==> src/rtl/rom128xn_streamer_if.sv <==
// rtl/rom128xn_streamer_if.sv - stream bundle between the ROM streamer and its consumer
interface rom128xn_streamer_if #(
    parameter int DATA_WIDTH = 32
);
    logic [DATA_WIDTH-1:0] tdata;
    logic                  tvalid;
    logic                  tready;
    logic                  tlast;

    modport master (output tdata, output tvalid, output tlast, input tready);
    modport slave  (input tdata, input tvalid, input tlast, output tready);
endinterface

==> src/rtl/rom128xn_streamer.sv <==
// rtl/rom128xn_streamer.sv - streams a contiguous run of 128-deep ROM words with backpressure
module rom128xn_streamer #(
    parameter int DATA_WIDTH  = 32,
    parameter int ROM_LATENCY = 1
) (
    input  logic                  clk,
    input  logic                  rstn,
    input  logic                  start,
    input  logic [6:0]            start_addr,
    input  logic [7:0]            length,
    input  logic                  abort,
    output logic                  busy,
    output logic                  done,
    output logic                  rom_cen,
    output logic [6:0]            rom_addr,
    input  logic [DATA_WIDTH-1:0] rom_dout,
    rom128xn_streamer_if.master   m
);

    localparam int DEPTH = ROM_LATENCY + 2;

    if (ROM_LATENCY != 0 && ROM_LATENCY != 1) begin : g_bad_latency
        $error("rom128xn_streamer: ROM_LATENCY must be 0 or 1");
    end

    typedef enum logic [1:0] {IDLE, RUN, DRAIN} state_t;

    state_t                state_q, state_d;
    logic [6:0]            addr_q;
    logic [7:0]            issue_left_q;
    logic [7:0]            beat_left_q;
    logic [DATA_WIDTH-1:0] mem [4];
    logic [1:0]            wr_ptr_q, rd_ptr_q, count_q;
    logic                  inflight_q;
    logic                  done_q;

    logic       accept, issue, capture, pop, final_pop;
    logic [7:0] run_len;

    function automatic logic [1:0] ptr_inc(input logic [1:0] p);
        return (p == 2'(DEPTH - 1)) ? 2'd0 : p + 2'd1;
    endfunction

    assign run_len   = (length > 8'd128) ? 8'd128 : length;
    assign accept    = (state_q == IDLE) && start && (length != 8'd0) && !done_q && !abort;
    // Occupancy plus the read still inside the ROM must leave room, so no capture can overflow.
    assign issue     = (state_q == RUN) && !abort &&
                       (({1'b0, count_q} + {2'b00, inflight_q}) < 3'(DEPTH));
    assign capture   = (ROM_LATENCY == 1) ? inflight_q : issue;
    assign pop       = m.tvalid && m.tready;
    assign final_pop = pop && (beat_left_q == 8'd1);

    always_comb begin
        state_d = state_q;
        case (state_q)
            IDLE:    if (accept) state_d = RUN;
            RUN:     if (issue && issue_left_q == 8'd1) state_d = DRAIN;
            DRAIN:   if (final_pop) state_d = IDLE;
            default: state_d = IDLE;
        endcase
        if (abort) state_d = IDLE;
    end

    always_ff @(posedge clk or negedge rstn) begin
        if (!rstn) begin
            state_q      <= IDLE;
            addr_q       <= 7'd0;
            issue_left_q <= 8'd0;
            beat_left_q  <= 8'd0;
            wr_ptr_q     <= 2'd0;
            rd_ptr_q     <= 2'd0;
            count_q      <= 2'd0;
            inflight_q   <= 1'b0;
            done_q       <= 1'b0;
            for (int i = 0; i < 4; i++) mem[i] <= '0;
        end else begin
            state_q <= state_d;
            done_q  <= final_pop && !abort && (state_q == DRAIN);
            if (abort) begin
                issue_left_q <= 8'd0;
                beat_left_q  <= 8'd0;
                wr_ptr_q     <= 2'd0;
                rd_ptr_q     <= 2'd0;
                count_q      <= 2'd0;
                inflight_q   <= 1'b0;
            end else begin
                if (accept) begin
                    addr_q       <= start_addr;
                    issue_left_q <= run_len;
                    beat_left_q  <= run_len;
                end
                if (issue) begin
                    addr_q       <= addr_q + 7'd1;
                    issue_left_q <= issue_left_q - 8'd1;
                end
                inflight_q <= issue && (ROM_LATENCY == 1);
                if (capture) begin
                    mem[wr_ptr_q] <= rom_dout;
                    wr_ptr_q      <= ptr_inc(wr_ptr_q);
                end
                if (pop) begin
                    rd_ptr_q    <= ptr_inc(rd_ptr_q);
                    beat_left_q <= beat_left_q - 8'd1;
                end
                case ({capture, pop})
                    2'b10:   count_q <= count_q + 2'd1;
                    2'b01:   count_q <= count_q - 2'd1;
                    default: count_q <= count_q;
                endcase
            end
        end
    end

    always @(posedge clk) begin
        if (rstn && capture && !pop && !abort)
            assert (count_q != 2'(DEPTH)) else $error("rom128xn_streamer: output fifo overflow");
    end

    assign busy     = (state_q != IDLE);
    assign done     = done_q;
    assign rom_cen  = issue;
    assign rom_addr = addr_q;
    assign m.tvalid = (count_q != 2'd0);
    assign m.tlast  = m.tvalid && (beat_left_q == 8'd1);
    assign m.tdata  = m.tvalid ? mem[rd_ptr_q] : '0;

endmodule

==> src/flat_wrapper.sv <==
// flat-port wrapper written by rule: the top's interface ports become plain ports
module rom128xn_streamer_flat 
#(
    parameter int DATA_WIDTH  = 32,
    parameter int ROM_LATENCY = 1
)
  (clk, rstn, start, start_addr, length, abort, busy, done, rom_cen, rom_addr, rom_dout, m_tdata, m_tvalid, m_tlast, m_tready);
  rom128xn_streamer_if #(.DATA_WIDTH(DATA_WIDTH)) m_i ();
  input  logic clk;
  input  logic rstn;
  input  logic start;
  input  logic [6:0] start_addr;
  input  logic [7:0] length;
  input  logic abort;
  output logic busy;
  output logic done;
  output logic rom_cen;
  output logic [6:0] rom_addr;
  input  logic [DATA_WIDTH-1:0] rom_dout;
  output wire logic [$bits(m_i.tdata)-1:0] m_tdata;
  output wire logic [$bits(m_i.tvalid)-1:0] m_tvalid;
  output wire logic [$bits(m_i.tlast)-1:0] m_tlast;
  input wire logic [$bits(m_i.tready)-1:0] m_tready;
  assign m_tdata = m_i.tdata;
  assign m_tvalid = m_i.tvalid;
  assign m_tlast = m_i.tlast;
  assign m_i.tready = m_tready;
  rom128xn_streamer #(.DATA_WIDTH(DATA_WIDTH), .ROM_LATENCY(ROM_LATENCY)) u_core (.clk(clk), .rstn(rstn), .start(start), .start_addr(start_addr), .length(length), .abort(abort), .busy(busy), .done(done), .rom_cen(rom_cen), .rom_addr(rom_addr), .rom_dout(rom_dout), .m(m_i));
endmodule
==> config.mk <==
export PLATFORM = sky130hd
export DESIGN_NAME = rom128xn_streamer_flat
export DESIGN_NICKNAME = d
export VERILOG_FILES = /design/src/rtl/rom128xn_streamer_if.sv /design/src/rtl/rom128xn_streamer.sv /design/src/flat_wrapper.sv
export SDC_FILE = /design/constraint.sdc
export NUM_CORES = 1
export LEC_CHECK = 0
export ABC_AREA = 1
export ABC_CLOCK_PERIOD_IN_PS = 4000
export CORE_MARGIN = 5
export CORE_UTILIZATION = 30
export DETAILED_ROUTE_END_ITERATION = 10
export GPL_TIMING_DRIVEN = 0
export SYNTH_ARGS = -nofsm -noshare
export SYNTH_HDL_FRONTEND = slang
export SYNTH_SLANG_ARGS = --single-unit
==> constraint.sdc <==
create_clock -name clk -period 4 [get_ports clk]
set_input_delay 0.4 -clock clk [delete_from_list [all_inputs] [get_ports clk]]
set_output_delay 0.4 -clock clk [all_outputs]
set_load 0.005 [all_outputs]
Word-level counts from Yosys, hierarchy flattened --
Cells that the tools add are included.
Storage, ports and cells: bits in registers 161, input port bits 52, output and inout port bits 44
Operators by class: $add $sub $neg 8, $lt $le $gt $ge 5, eq/ne operators 11, muxes and demuxes 29, bitwise operators 3, reduce and logical (&&, ||, !) cells 28
Operators with widths (number):
- $bwmux W128 | 1
- $mux W32 | 4
- $bmux W32 S2 | 1
- $demux W32 S2 | 1
- $mux W8 | 6
- $mux W2 | 11
- $eq A8 B1 Y1 const B | 2
- $sub A8 B1 Y8 const B | 2
- $mux W7 | 2
- $logic_and A1 B1 Y1 | 13
- $reduce_bool A2 Y1 | 5
- $reduce_bool A3 Y1 | 3
- $eq A2 B2 Y1 const B | 4
- $gt A8 B8 Y1 const B | 1
- $reduce_bool A8 Y1 | 1
- $add A7 B1 Y7 const B | 1
- $add A2 B1 Y2 const B | 3
- $ge A3 B3 Y1 const B | 2
- $ne A3 B2 Y1 const B | 2
- $not A2 Y3 | 2
- $pmux W2 S3 | 1
- $eq A2 B1 Y1 const B | 2
- $pmux W2 S2 | 1
- $reduce_and A2 Y1 | 2
- 10 further kinds | 11

Longest topological paths before layout --
Gate-level depths: netlist (run 1).
word-level depth 8, gate-level depth with buffers 10, depth with buffers taken out 10

Worst setup path after synthesis (run 1) --
OpenSTA, ideal clock, no wires.
kind reg-to-output, start register u_core.count_q[0], end output port rom_cen, arrival time 1.408 ns, data required time 3.600 ns, slack 2.192 ns, stages on the path, launching flop included 7, path buffers 1, cells stage by stage dfrtp_1 ha_1 ha_1 a21oi_1 nand2_2 inv_2 buf_6
On the way: word-level cells in the longest chain between the ends 3
RTL lines:
- start, declared | RTL line rom128xn_streamer.sv:33 | logic [1:0] wr_ptr_q, rd_ptr_q, count_q;
- start signal, assigned | RTL line rom128xn_streamer.sv:106 | 2'b10: count_q <= count_q + 2'd1;
- start signal, assigned | RTL line rom128xn_streamer.sv:107 | 2'b01: count_q <= count_q - 2'd1;
- start signal, assigned | RTL line rom128xn_streamer.sv:108 | default: count_q <= count_q;
- $add A2 B1 Y3 | RTL line rom128xn_streamer.sv:48 | (({1'b0, count_q} + {2'b00, inflight_q}) < 3'(DEPTH));
- $lt A3 B2 Y1 | RTL line rom128xn_streamer.sv:48
- $logic_and A1 B1 Y1 | RTL line rom128xn_streamer.sv:47 | assign issue = (state_q == RUN) && !abort &&
- end, declared | RTL line flat_wrapper.sv:17 | output logic rom_cen;
No other way between the ends.

Worst setup path in the final report (run 1) --
start register u_core.rd_ptr_q[0], end output port m_tdata[15]
On the way: word-level cells in the longest chain between the ends 5
RTL lines:
- start, declared | RTL line rom128xn_streamer.sv:33
- start signal, assigned | RTL line rom128xn_streamer.sv:102 | rd_ptr_q <= ptr_inc(rd_ptr_q);
- $not A2 Y3 (not written as such) | RTL line rom128xn_streamer.sv:125 | assign m.tdata = m.tvalid ? mem[rd_ptr_q] : '0;
- $bmux W32 S2 | RTL line rom128xn_streamer.sv:125
- $mux W32 (not written as such) (2 in a row) | RTL line rom128xn_streamer.sv:125
- $mux W32 | RTL line rom128xn_streamer.sv:125
- end, declared | RTL line flat_wrapper.sv:20 | output wire logic [$bits(m_i.tdata)-1:0] m_tdata;
No other way between the ends. The select of a mux whose other input is x is not followed.

==> qor.yml, run 1 <==
die:
  core_sq_um: 25800
  die_w_microns: 171
  io_pins: 96
  num_rows: 59
  die_h_microns: 171
  die_area_sq_um: 29300
  initial_core_util_pct: 30.2
yosys:
  netlist_area_sq_um: 7810
  synth_area_leader_cell: "dfrtp_1"
  syn_nets: 1062
  ys_warn_count: 0
  ys_ff_latch: 161
  syn_inst: 1003
  syn_area_per_cell_sq_um: 7.78
  synth.area.top_cells: "dfrtp_1 (52%), nand2_1 (15%), o21ai_0 (7.9%)"
  synth_top_area_share_pct: 51.6
  ys_seq_area_share_pct: 51.6
  yosysUniqueCellTypes: 30
clock_tree:
  htreeDepth: 4
  clock_sinks: 161
  cts_buffer_depth: 2
  clk-insertion-delay-late_ns: 0.43
  cts_root_buffer: "clkbuf_16"
  cts_tree: "built"
  cts_buffers: 17
  cts.clk_slew.worst_paths_ns: 0.07
sta:
  setup_violations: 0
  worst_hold_slack_ns: 0.230
  tightest_slew_ns: 0.602
  fin_crit_sh_pct: 76.1
  slew_viol_final: 0
  relSlewSlack_pct: 59.9
  hold_violations: 0
  max_freq_mhz: 329
  fin_setup_tns_ns: 0
  fin_skew_ns: 0.0131
  rsz0062_at_grt: "no"
  min_period_ns: 3.04
critical_path:
  r2r_slack_ns: 1.95
  crit_type: "register to output pin"
  max_stage_delay_ns: 0.56
  cp-start-kind: "register"
  required_ns: 3.60
  cp_num_buf_inv: 3
  arrival_ns: 2.64
  cp_cell_sequence: "buf_2 -> nor2_2 -> clkbuf_1 -> nand2_1 -> a31oi_1 -> clkdlybuf4s50_1"
  cp_slowest_cell: "clkdlybuf4s50_1"
  cp_num_cells: 6
  timing.rr.end: "u_core.issue_left_q[1]"
  cp_max_fo: 10
  worstReg2RegStart: "u_core.count_q[0]"
  r2r_cells: 8
  cp_top_family: "buffers and inverters"
  crit_path_end_kind: "output pin"
global_routing:
  grt_max_degree: 105
  grt_pass1_vias: 6851
  grt-ovfl-total: 0
  grt_usage_pct: 15.3
  antenna_found_initial: 0
  grt_pass1_wl_microns: 35900
place:
  dp_cells: 1433
  portBuffers: 94
  gp_congestion: 0.819
  dp_hpwl_microns: 15300
layout:
  fillers: 2729
  nNetsFinal: 1177
  n_antenna_cell: 0
  fin_cells: 1466
  drive_above_1_share_pct: 6.98
  syn_to_final_growth_pct: 25.7
drt:
  drcViolationCount: 0
  vias_per_cell: 4.83
  route.vias.total: 7080
  antenna_left: 0
  wl_microns: 22200
  wire_per_inst_microns: 15.2
  dr.pass1.iters: 5
  initialDrtViolationCount: 575
outcome:
  outcome: "completed"
power_and_ir_drop:
  leakage_nw: 4.44
  ir_drop_v: 0.000262
  power_density_nw_per_um2: 541
job:
  drv_cap: 0
min_path:
  holdPathStages: 2
  hold_path_startpoint: "abort"
  hold_path_end: "u_core.done"
  hp-class: "primary input to register"
## flip-flops by register name (all words and copies together), names as in the netlist
name                 flops
u_core.beat_left_q       8
u_core.capture           1
u_core.count_q           2
u_core.done              1
u_core.issue_left_q      8
u_core.mem             128
u_core.rd_ptr_q          2
u_core.rom_addr          7
u_core.state_q           2
u_core.wr_ptr_q          2
## metrics by stage
step	power [mW]	area, sq um	util [%]	worst slack [ns]
2_1_floorplan	3.10	7810	-	2.19
3_3_place_gp	3.67	9170	35.5	-4.50
3_5_place_dp	3.70	9200	35.6	1.35
4_1_cts	5.36	9810	38.0	0.885
5_1_grt	5.66	9810	38.0	0.717
6_report	5.31	9810	38.0	0.957
## cell usage after synthesis (all sizes together)
library cell	instances
and2	1
nand3	47
o21a	1
xor2	2
o21ai	181
nor2	103
a21oi	9
xnor2	1
buf	28
inv	79
nor4	1
o21bai	6
dfrtp	161
nor3	4
a31oi	32
clkbuf	26
nand2	313
ha	7
nand4	1
## layout make-up
| type | instances | area [sq um] | share of cell area (%) |
|---|---|---|---|
| clock inverter | 14 | 164 | 1.67 |
| multi-input combinational | 709 | 3230 | 32.9 |
| tap | 335 | 419 | 4.27 |
| inverter | 79 | 297 | 3.02 |
| timing repair buffer | 96 | 983 | 10.0 |
| buffer | 54 | 255 | 2.60 |
| sequential | 161 | 4030 | 41.1 |
| clock buffer | 18 | 439 | 4.48 |
## cells by family after synthesis
| group | synth area share [%] |
|---|---|
| simple gates | 24.4 |
| buf+inv | 7.07 |
| compound gates | 15.4 |
| fa+ha+maj | 1.12 |
| xor+xnor | 0.337 |
| flops | 51.6 |
## worst register-to-register path: cells and delay by family (launching register included)
kind,cells,cell delay [ns]
AOI/OAI and AO/OA,1,0.10
adders and majority gates,2,0.49
buffers and inverters,1,0.09
DFF,1,0.45
and+or+nand+nor,4,0.84
## report_power, final
group | internal, mW | switching [mW] | total (mW)
clock network | 0.859 | 0.787 | 1.65
logic | 0.624 | 0.840 | 1.46
registers | 1.97 | 0.226 | 2.20
## per-layer routing
metal	track usage (%)	up-vias	part of all wire, %
met2	25.0	177	47
met3	3.29	9	5.5
li1	-	3475	-
met4	2.62	0	0.65
met5	0	-	0
met1	21.2	3419	47
## how the worst max path moves through the flow
stage / from / end / slack [ns]
2_1_floorplan: u_core.count_q[0] / rom_cen / 2.19
3_3_place_gp: rstn / u_core.mem[90] / -4.50
3_5_place_dp: u_core.rd_ptr_q[0] / m_tdata[3] / 1.35
4_1_cts: u_core.rd_ptr_q[0] / m_tdata[3] / 0.89
5_1_grt: u_core.rd_ptr_q[0] / m_tdata[30] / 0.72
6_report: u_core.rd_ptr_q[0] / m_tdata[15] / 0.96
## repair_timing
| item | in CTS | in global routing |
|---|---|---|
| hold buffers | 1 | 0 |
| endpoints found under the hold margin | 57 | 0 |
| setup buffers | 0 | 0 |
| gates resized for setup | 0 | 0 |
| setup endpoints to repair | 0 | 0 |
## cell usage in the layout (no fill, tap or decap), types with 2 or more instances in the layout
master	n
buf_1	3
inv_2	5
inv_8	5
nor2_1	96
clkbuf_1	26
a21oi_1	9
inv_6	2
nor2_2	3
a31oi_1	32
nand3_2	2
nand2_1	309
clkinv_4	2
clkinv_8	4
inv_1	74
o21ai_0	123
buf_6	3
xor2_1	2
nand3_1	45
o21bai_1	6
clkbuf_16	17
nor3_2	2
nand2_2	3
nor3_1	2
dfrtp_1	161
nor2_4	4
clkdlybuf4s50_1	93
ha_1	7
o21ai_1	58
buf_2	21
Power figures use the tool's default switching activity.
==> inputs of run 2 (changes only) <==
Settings changed: ABC_CLOCK_PERIOD_IN_PS 4000 to 3170.
Clock period 4 ns to 3.17 ns, I/O delays scaled along.
==> qor.yml, run 2 (synthesized netlist as in run 1, its figures left out) <==
outcome:
  outcome: "completed"  # unchanged
place:
  dp_hpwl_microns: 15300  # unchanged
  place_area_sq_um: 9200  # unchanged
  gp_congestion: 0.819  # unchanged
  portBuffers: 94  # unchanged
  dp_cells: 1433  # unchanged
  dp_slack_ns: 0.600  # was 1.35 ns
sta:
  tightest_slew_ns: 0.609  # was 0.602 ns
  fin_setup_tns_ns: 0  # unchanged
  fin_skew_ns: 0.0118  # was 0.0131 ns
  setup_violations: 0  # unchanged
  slew_viol_final: 0  # unchanged
  fin_crit_sh_pct: 93.8
  relSlewSlack_pct: 59.4  # was 59.9%
  worst_hold_slack_ns: 0.145  # was 0.230 ns
  setup_ws_ns: 0.198  # was 0.957 ns
  min_period_ns: 2.97
  rsz0062_at_grt: "no"  # unchanged
  hold_violations: 0  # unchanged
  max_freq_mhz: 336
critical_path:
  crit_path_end_kind: "output pin"  # unchanged
  arrival_ns: 2.66  # was 2.64 ns
  cp-start-kind: "register"  # unchanged
  cp_max_fo: 10  # unchanged
  required_ns: 2.85  # was 3.60 ns
  crit_type: "register to output pin"  # unchanged
global_routing:
  grt_pass1_vias: 6851  # unchanged
  grt_pass1_wl_microns: 35900  # unchanged
  grt_usage_pct: 15.3  # unchanged
  grt_max_degree: 105  # unchanged
  antenna_found_initial: 0  # unchanged
  grt-ovfl-total: 0  # unchanged
drt:
  dr.max_layer_used: "met4"  # unchanged
  dr_wl_met2_microns: 10500  # about the same
  wl_met1_microns: 10300  # was 10400 microns
  route.vias.total: 7067  # was 7080
  wl_met3_microns: 1200  # was 1210 microns
  wire_per_inst_microns: 15.1  # was 15.2 microns
  initialDrtViolationCount: 578  # was 575
  antenna_left: 0  # unchanged
  dr.pass1.iters: 5  # unchanged
  wl_microns: 22200  # about the same
  drcViolationCount: 0  # unchanged
  vias_per_cell: 4.82  # was 4.83
layout:
  top_register: "u_core.mem"  # unchanged
  largest_reg_flops: 128  # unchanged
  fin_cells: 1466  # unchanged
  syn_to_final_growth_pct: 25.7  # about the same
  layout_commonest_cell: "nand2_1"  # unchanged
  top_regs: "u_core.mem (128), u_core.beat_left_q (8), u_core.issue_left_q (8)"  # unchanged
  nNetsFinal: 1177  # unchanged
  drive_above_1_share_pct: 7.16  # was 6.98%
  n_antenna_cell: 0  # unchanged
  final_cell_mix: "nand2_1 (309), dfrtp_1 (161), o21ai_0 (123)"  # unchanged
  finalInstanceArea_sq_um: 9810  # about the same
clock_tree:
  htreeDepth: 4  # unchanged
  cts_root_buffer: "clkbuf_16"  # unchanged
  cts.clk_slew.worst_paths_ns: 0.07  # about the same
  clock_sinks: 161  # unchanged
  cts_buffer_depth: 2  # unchanged
  cts_buffers: 17  # unchanged
  cts_tree: "built"  # unchanged
  clk-insertion-delay-late_ns: 0.43  # about the same
power_and_ir_drop:
  leakage_nw: 4.44  # about the same
  ir_drop_v: 0.000331  # was 0.000262 V
  power_density_nw_per_um2: 681  # was 541 nW/um^2
die:
  die_w_microns: 171  # unchanged
  core_sq_um: 25800  # unchanged
  initial_core_util_pct: 30.2  # unchanged
  io_pins: 96  # unchanged
  die_area_sq_um: 29300  # unchanged
  die_h_microns: 171  # unchanged
  num_rows: 59  # unchanged
min_path:
  hp-class: "primary input to register"  # unchanged
job:
  drv_cap: 0  # unchanged
## run 2: cell types whose count changed in the layout (fill, tap and decap cells not counted)
cell and delta:
clkbuf_1 -2, clkbuf_2 +2
## run 2: path summary, 6_finish.rpt
path	end	from	slack [ns]	cells after the start
max	m_tdata[15]	u_core.rd_ptr_q[0]	0.20	6
min	u_core.done	abort	0.14	2
max reg2reg	u_core.issue_left_q[1]	u_core.count_q[0]	1.12	8
min reg2reg	u_core.mem[4]	u_core.mem[4]	0.48	2
max in group asynchronous	u_core.mem[125]	rstn	1.88	3
min in group asynchronous	u_core.mem[72]	rstn	0.41	2
## run 2: timing repair
action,CTS,global route
hold buffers,1,0
buffers inserted,0,0
hold endpoints to repair,57,0
gates resized for setup,0,4
setup endpoints to repair,0,2
## run 2: cell type report
type                    instances  area (sq um)
fillers                      2730         16000
inverters                      79           297
well taps                     335           419
plain buffers                  54           258
repair buffers                 96           983
multi-input cells             709          3230
clock inverters                14           164
flip-flops and latches        161          4030
clock buffers                  18           439
## run 2: layer usage
layer  vias up  track usage [%]
met4         0             2.62
li1       3473                -
met1      3412             21.2
met5         -                0
met3        10             3.29
met2       172             25.0
## run 2: report_power, final
part / switching [mW] / internal [mW] / leakage, nW
logic: 1.06 / 0.789 / 1.98
registers: 0.286 / 2.49 / 2.18
clock network: 0.980 / 1.08 / 0.292
total: 2.33 / 4.36 / 4.44
## run 2: through the flow
step                power (mW)  util [%]
detailed placement        4.67      35.6
global placement          4.63      35.5
CTS                       6.76      38.0
finish                    6.69      38.0
global route              7.14      38.0
floorplan                 3.91         -
## run 2: critical path: stages (launching register included)
cell and delay, ns:
dfrtp_1 0.36, buf_2 0.17, nor2_2 0.27, clkbuf_1 0.50, nand2_1 0.10, a31oi_1 0.27, clkdlybuf4s50_1 0.56
